==> src/rtl/ppu_pkg.sv <==
// Shared PPU-side types: OAM DMA state encoding and the $4014 register address.
package ppu_pkg;

    typedef enum logic [2:0] {
        IDLE  = 3'd0,
        HALT  = 3'd1,
        ALIGN = 3'd2,
        READ  = 3'd3,
        WRITE = 3'd4
    } dma_state_t;

    localparam logic [15:0] OAMDMA_REG_ADDR = 16'h4014;

endpackage

==> src/rtl/oam_dma.sv <==
// OAM DMA engine: copies one 256-byte CPU page into OAM after a $4014 write.
// Latency: 1 HALT cpu_ce (+1 ALIGN when OAM_DMA_ALIGN_EN and parity odd), then 2 cpu_ce per byte.
// Backpressure: none on input; dma_busy halts the CPU, and cpu_ce low freezes all state.
module oam_dma
    import ppu_pkg::*;
#(
    parameter logic [7:0] BASE_OAM_ADDR = 8'h00
) (
    input  logic        clk,
    input  logic        reset,
    input  logic        cpu_ce,
    input  logic        dma_sel,
    input  logic        cpu_WE,
    input  logic [7:0]  cpu_data_in,
    input  logic [7:0]  mem_data_in,
    output logic        dma_busy,
    output logic [15:0] dma_addr,
    output logic        dma_rd,
    output logic [7:0]  oam_addr_out,
    output logic [7:0]  oam_data_out,
    output logic        oam_WE
);

    dma_state_t state;
    logic [7:0] page;
    logic [7:0] index;
    logic       parity;
    logic       align_req;

`ifdef OAM_DMA_ALIGN_EN
    assign align_req = parity;
`else
    assign align_req = 1'b0;
`endif

    always_ff @(posedge clk or posedge reset) begin
        if (reset) begin
            state        <= IDLE;
            page         <= 8'h00;
            index        <= 8'h00;
            parity       <= 1'b0;
            dma_busy     <= 1'b0;
            dma_rd       <= 1'b0;
            oam_WE       <= 1'b0;
            dma_addr     <= 16'h0000;
            oam_data_out <= 8'h00;
            oam_addr_out <= BASE_OAM_ADDR;
        end else if (cpu_ce) begin
            parity <= ~parity;
            case (state)
                IDLE: begin
                    if (dma_sel && cpu_WE) begin
                        page     <= cpu_data_in;
                        index    <= 8'h00;
                        dma_busy <= 1'b1;
                        state    <= HALT;
                    end
                end
                HALT: begin
                    if (align_req) begin
                        state <= ALIGN;
                    end else begin
                        dma_rd   <= 1'b1;
                        dma_addr <= {page, index};
                        state    <= READ;
                    end
                end
                ALIGN: begin
                    dma_rd   <= 1'b1;
                    dma_addr <= {page, index};
                    state    <= READ;
                end
                READ: begin
                    oam_data_out <= mem_data_in;
                    oam_addr_out <= BASE_OAM_ADDR + index;
                    dma_rd       <= 1'b0;
                    oam_WE       <= 1'b1;
                    state        <= WRITE;
                end
                WRITE: begin
                    oam_WE <= 1'b0;
                    if (index == 8'hFF) begin
                        // Last byte: release the CPU and park the address outputs.
                        dma_busy     <= 1'b0;
                        dma_addr     <= 16'h0000;
                        oam_addr_out <= BASE_OAM_ADDR;
                        state        <= IDLE;
                    end else begin
                        index    <= index + 8'd1;
                        dma_rd   <= 1'b1;
                        dma_addr <= {page, index + 8'd1};
                        state    <= READ;
                    end
                end
                default: begin
                    dma_busy     <= 1'b0;
                    dma_rd       <= 1'b0;
                    oam_WE       <= 1'b0;
                    dma_addr     <= 16'h0000;
                    oam_addr_out <= BASE_OAM_ADDR;
                    state        <= IDLE;
                end
            endcase
        end
    end

endmodule

==> config.mk <==
export PLATFORM = sky130hd
export DESIGN_NAME = oam_dma
export DESIGN_NICKNAME = d
export VERILOG_FILES = /design/src/rtl/ppu_pkg.sv /design/src/rtl/oam_dma.sv
export SDC_FILE = /design/constraint.sdc
export NUM_CORES = 1
export LEC_CHECK = 0
export ABC_AREA = 1
export CORE_UTILIZATION = 30
export CTS_CLUSTER_SIZE = 16
export DETAILED_ROUTE_END_ITERATION = 10
export SYNTH_ARGS = -nofsm -noshare
export SYNTH_HDL_FRONTEND = slang
export SYNTH_SLANG_ARGS = --single-unit
==> constraint.sdc <==
create_clock -name clk -period 2 [get_ports clk]
set_clock_uncertainty 0.2 [all_clocks]
set_input_delay 0.4 -clock clk [delete_from_list [all_inputs] [get_ports clk]]
set_output_delay 0.4 -clock clk [all_outputs]
set_load 0.01 [all_outputs]
==> results of run 1 <==
## layout by cell type (no fill, tap or decap)
cell type,Yosys,layout
nand2_2,4,4
nor2_4,2,2
o21a_1,1,1
dfrtp_1,54,54
nand2_8,1,1
nand2_4,1,1
o211ai_1,1,1
inv_1,26,25
ha_4,0,1
clkdlybuf4s50_1,0,55
o22ai_1,1,1
nand4_1,1,1
o21ai_0,33,32
xor2_1,2,2
nand2_1,95,95
or2_2,1,1
buf_12,0,2
nand3_1,15,15
clkbuf_8,0,5
nand3_4,1,2
o21ai_1,0,1
mux2_2,8,8
clkinv_2,0,2
inv_2,2,3
nor2_8,1,1
nor2_1,14,13
buf_4,1,14
a21oi_1,1,1
nor2_2,1,2
## registers in the layout (all words and copies together), names as in the netlist
name and cells:
dma_addr 16, dma_busy 1, dma_rd 1, index 8, oam_WE 1, oam_addr_out 8
oam_data_out 8, page 8, state 3
## per-stage QoR
step                power [mW]  instance area, um^2  std cells  util [%]  hold slack [ns]
floorplan                 2.73                 2440        273         -            0.254
global placement          3.59                 3220        441      41.3            0.267
detailed placement        3.63                 3220        441      41.3            0.265
CTS                       4.23                 3300        448      42.3            0.199
global route              4.53                 3320        448      42.5            0.253
finish                    4.22                 3320        448      42.5            0.190
## cells by family after synthesis
kind of cell | Yosys count
AO/OA/AOI/OAI | 37
XOR/XNOR | 2
adder cells (fa/ha/maj) | 1
buffers and inverters | 33
flip-flops | 54
multiplexers | 8
AND/OR/NAND/NOR | 138
## cells in the mapped netlist
cell type / number / area (um^2)
nand2_4: 1 / 11.3
ha_1: 1 / 12.5
o211ai_1: 1 / 7.51
o22ai_1: 1 / 6.26
o21ai_0: 33 / 165
nor2_1: 14 / 52.6
nand2_8: 1 / 20.0
dfrtp_1: 54 / 1350
buf_6: 2 / 22.5
buf_4: 1 / 7.51
nand4_1: 1 / 6.26
nand3_1: 15 / 75.1
nand3_4: 1 / 17.5
xor2_1: 2 / 17.5
nor2_8: 1 / 20.0
inv_1: 26 / 97.6
nand2_2: 4 / 25.0
buf_2: 1 / 5.00
o21a_1: 1 / 7.51
inv_2: 2 / 7.51
nand3_2: 1 / 10.0
clkbuf_2: 1 / 5.00
nor2_2: 1 / 6.26
nand2_1: 95 / 357
or2_2: 1 / 6.26
mux2_2: 8 / 90.1
nor2_4: 2 / 22.5
a21oi_1: 1 / 5.00
## power by group through the flow
stage	Clock, mW	Sequential [mW]	Combinational, mW
3_5_place_dp	0	1.77	1.86
5_1_grt	0.643	1.81	2.08
3_3_place_gp	0	1.77	1.83
2_1_floorplan	0	1.85	0.877
6_report	0.593	1.76	1.87
4_1_cts	0.605	1.75	1.87
## repair_timing
action                                  CTS  global route
buffers inserted                          0             0
endpoints found under the setup margin    0            16
gates resized for setup                   0             5
hold buffers                              0             0
## worst paths after layout
path	start	to	slack (ns)	depth (start not counted)
max	index[1]	state[1]	0.13	8
min	reset	oam_data_out[3]	0.19	2
max reg2reg	index[1]	state[1]	0.13	8
min reg2reg	dma_addr[1]	dma_addr[1]	0.29	2
max in group asynchronous	reset	dma_addr[8]	0.95	3
min in group clk	dma_addr[1]	dma_addr[1]	0.29	2
## worst register-to-register path, cell delays in order, from the launching register on
cell and delay [ns]:
dfrtp_1 0.45, ha_4 0.17, nand2_1 0.09, nor2_1 0.11, nand2_1 0.07, nand2_1 0.23
nand2_2 0.20, nand2_1 0.13, o21ai_0 0.10
## layer usage
| metal | up-vias | global-route usage (%) | wire length, um |
|---|---|---|---|
| met2 | 46 | 24.2 | 2710 |
| met3 | 12 | 3.15 | 241 |
| met5 | - | 0 | 0 |
| met4 | 0 | 5.08 | 107 |
| met1 | 938 | 17.9 | 2480 |
| li1 | 1003 | - | - |
## final cells by class
type	instances	area, um^2
fillers	806	4490
multi-input cells	186	963
repair buffers	71	696
clock buffers	5	68.8
inverters	28	105
well taps	102	128
clock inverters	2	10.0
flip-flops and latches	54	1350
==> results.md, run 1 <==
* Switching Fraction at 37.6%
* Distinct cells, synth at 28
* Final Cycle Share at 93.7%
* Clock period minus worst slack at 1.87 ns
* DIE AREA at approximately 8500 um^2
* Core area at about 7800 um^2
* Post-Synth XOR/XNOR Area at 0.719%
* WL final at 5540 um
* Initial Util at between 30% and 40%
* Status: finished clean
* Vert. Die Dim at 92.1 um
* CTS sink cnt at 54
* Worst Slack Setup Final at 0.126 ns
* Post-synthesis compound-gate area fraction at 7.85%
* Num CTS Buffers at 5
* FF+latch count, synth at 54
* Slew HR at 72.7%
* PwrDens at ~1300 nW/um^2
* Critical-path cell list: ha_4, nand2_1, nor2_1, nand2_1, nand2_1, nand2_2, nand2_1, o21ai_0
* Worst path slowest cell: dfrtp_1
* Global-route wire length before repair at between 9000 and 10000 um
* Switching pwr at 1.58 mW
* Crit-path max FO at 9
* Ys Warns at 0
* Syn_nets at about 300
* Clk root buf: clkbuf_8
* Drc violations at 0
* Post-synthesis cell count at approximately 270
* Number of I/O pins at 56
* DPL Wire Length at 4160 um
* Post-Syn Area at about 2400 um^2
* Worst EP arrival at between 1.5 and 2 ns
* # rows at 32
* Grt ovf at 0
* Via density at 4.46
* Layout Area Growth over Synthesis at 36.3%
* DR vias at 1999
* Req. time, crit path at ~2 ns
* GRT Total Usage at 14.3%
* Crit Path Class: flip-flop to flip-flop
* Buffer and inverter count on the worst path at 0
* Post-Synth Simple-Gate Area at 25.8%
* Share of layout cells above drive strength 1 at 14.2%
* Worst path top cell family by delay: simple AND/OR/NAND/NOR gates
* Nets@finish at roughly 370
* Avg Cell Area, Syn at ~9 um^2
* Max_cap viols at 0
* Wirelength per Cell at 12.4 um
* Crit start category: flip-flop
* Final hold vios at 0
* Worst skew pair latency at 0.31 ns
* Slowest cell delay on critical path at 0.45 ns
* Drt first-iter violations at approximately 140
* Pre-antenna DRT Iters at 4
* Leakage power at 1.57 nW
* Slew @ Worst Pin at between 0.4 and 0.5 ns
* H-tree levels at 2
* Max clock buf depth at 2
* Peak VDD IR at 0.000497 V
* Worst hold path type: input pin to async pin
* Clock share of power at 14.0%
* Synth Area in Adders at 0.513%
* ANT nets after route at 0
* Int Pwr at roughly 2.6 mW
* RSZ-0062 raised after global routing: true
* FMAX at 534 MHz
* Fraction of synthesized area in multiplexers at between 3 and 4%
* CTS tree: done
* Initial antenna violation count at 0
* RePlAce Congestion at roughly 0.83
* Worst slack at placement at -0.00285 ns
* Vias in the first global route at 2029
* Die Width at 92.1 um
* Setup TNS at 0 ns
* # diodes at 0
* Port bufs at between 50 and 60
* Most frequent CP cell: nand2_1
* Seq pwr share at 41.7%
* Largest family of logic cells by synthesized area: simple AND/OR/NAND/NOR gates
* Setup-failing EPs final at 0
* Pin count of the biggest net entering global routing at 24
* Clk pin slew, worst setup/hold paths at about 0.1 ns
* CP endpoint kind: flip-flop
* Sequential share of the synthesized area at 55.4%
* Final Max Tran Viols at 0
* Combinational Power Share at 44.2%
No activity file was read; power rests on OpenSTA's default activity.
==> run 2: changes to the inputs <==
--- a/config.mk
+++ b/config.mk
@@ -9,6 +9,8 @@
 export CORE_UTILIZATION = 30
 export CTS_CLUSTER_SIZE = 16
 export DETAILED_ROUTE_END_ITERATION = 10
+export GPL_TIMING_DRIVEN = 0
+export REMOVE_ABC_BUFFERS = 1
 export SYNTH_ARGS = -nofsm -noshare
 export SYNTH_HDL_FRONTEND = slang
 export SYNTH_SLANG_ARGS = --single-unit
==> results.md, run 2 (synthesis results as in run 1) <==
* Status: finished clean
* Setup-failing EPs final at 0
* DIE AREA at 8490 um^2
* Drt first-iter violations at 126
* H-tree levels at 2
* R2R Setup Slk at 0.15 ns
* Worst slack at placement at -0.413 ns
* Leakage power at 1.54 nW
* Worst path slowest cell: dfrtp_1
* # rows at 32
* RSZ-0062 raised after global routing: false
* Most frequent cells in the layout: nand2_1, dfrtp_1, clkdlybuf4s50_1
* ANT nets after route at 0
* Worst EP arrival at 1.85 ns
* Share of layout cells above drive strength 1 at 11.3%
* Initial antenna violation count at 0
* Crit-path max FO at 12
* Crit start category: flip-flop
* Vert. Die Dim at a little over 90 um
* Slew HR at 60.6%
* Pin count of the biggest net entering global routing at 29
* Worst r2r src: index[1]
* WL final at ~5100 um
* Final hold vios at 0
* Final Max Tran Viols at 0
* Critical-path cell list: ha_1, nand2_1, nor2_1, nand2_1, nor2_1, nor2_4, inv_1, nand2_1, nand2_1
* CTS tree: done
* CP endpoint kind: flip-flop
* Seq. cell area at 1350 um^2
* R2R depth at 9
* Slew @ Worst Pin at 0.590 ns
* Clock period minus worst slack at between 1.5 and 2 ns
* DPL Wire Length at 3750 um
* Pre-antenna DRT Iters at 4
* Post-layout power at 4.26 mW
* Number of I/O pins at 56
* Req. time, crit path at about 2 ns
* Final Cycle Share at 92.5%
* Drc violations at 0
* GRT Total Usage at 13.3%
* DR vias at 1948
* Num CTS Buffers at 5
* Nets@finish at 357
* Worst path top cell family by delay: simple AND/OR/NAND/NOR gates
* RePlAce Congestion at 0.848
* Clk pin slew, worst setup/hold paths at ~0.11 ns
* Global-route wire length before repair at 9090 um
* Max_cap viols at 0
* Worst hold path type: input pin to async pin
* DP Area at 3100 um^2
* Clk root buf: clkbuf_8
* Commonest non-fill, non-tap cell in the layout: nand2_1
* Crit Path Class: flip-flop to flip-flop
* Max clock buf depth at 2
* # diodes at 0
* Worst Slack Setup Final at 0.150 ns
* Max FFs per register at 16
* Filler cell count at 797
* Initial Util at a little under a third
* Vias in the first global route at between 1500 and 2000
* Reg-to-reg critical path endpoint: index[5]
* Multi-input logic area at 961 um^2
* Share of the core filled with cells at 41.9%
* Peak VDD IR at ~0.00042 V
* PwrDens at 1300 nW/um^2
* Via density at 4.45
* Core area at 7810 um^2
* Most frequent CP cell: nand2_1
* Port bufs at 55
* Layout Area Growth over Synthesis at 34.1%
* Buffer and inverter count on the worst path at 1
* Wirelength per Cell at 11.7 um
* CTS sink cnt at 54
* Setup TNS at 0 ns
* FMAX at 541 MHz
* Die Width at 92.1 um
* Cell area after layout at around 3300 um^2
* Grt ovf at 0
* Slowest cell delay on critical path at 0.43 ns
* Worst skew pair latency at 0.31 ns
* Reg with most FFs: dma_addr
[run 2: routing by layer]
layer	GRT usage, %	vias up	part of all wire [%]
li1	-	984	-
met1	17.7	922	46
met2	21.9	34	48
met3	2.57	8	4.1
met4	3.91	0	1.2
met5	0	-	0
[run 2: stage by stage]
| step | cells | hold WS, ns |
|---|---|---|
| 6_report | 438 | 0.263 |
| 5_1_grt | 438 | 0.314 |
| 4_1_cts | 434 | 0.289 |
| 3_5_place_dp | 426 | 0.262 |
| 3_3_place_gp | 425 | 0.267 |
| 2_1_floorplan | 268 | 0.254 |
[run 2: where the power goes]
part           internal [mW]  switching [mW]
sequential              1.48           0.276
clock                  0.369           0.357
combinational          0.871           0.906
total                   2.72            1.54
[run 2: cell type report]
cell class / count / area share, %
Clock buffer: 5 / 2.10
Clock inverter: 3 / 1.22
Inverter: 28 / 3.21
Multi-Input combinational cell: 186 / 29.4
Sequential cell: 54 / 41.3
Tap cell: 102 / 3.90
Timing Repair Buffer: 60 / 18.8
[run 2: worst max path at each step]
stage	from	depth (start not counted)	to	slack (ns)
2_1_floorplan	reset	1	dma_addr[0]	0.09
3_3_place_gp	reset	2	oam_data_out[5]	-0.97
3_5_place_dp	cpu_ce	8	index[7]	-0.41
4_1_cts	state[2]	7	dma_addr[4]	0.0006
5_1_grt	index[1]	7	index[3]	0.01
6_report	index[1]	9	index[5]	0.15
[run 2: worst reg2reg max path: cells and delay by family (launching register included)]
kind	cells	cell delay [ns]
buffers and inverters	1	0.09
adder cells (fa/ha/maj)	1	0.23
AND/OR/NAND/NOR	7	0.79
flip-flops	1	0.43
[run 2: repair_timing]
item | in CTS | in global routing
pin swaps | 0 | 2
endpoints found under the hold margin | 0 | 0
resized for setup | 1 | 4
setup endpoints to repair | 8 | 29
setup buffers | 0 | 4
hold buffers | 0 | 0
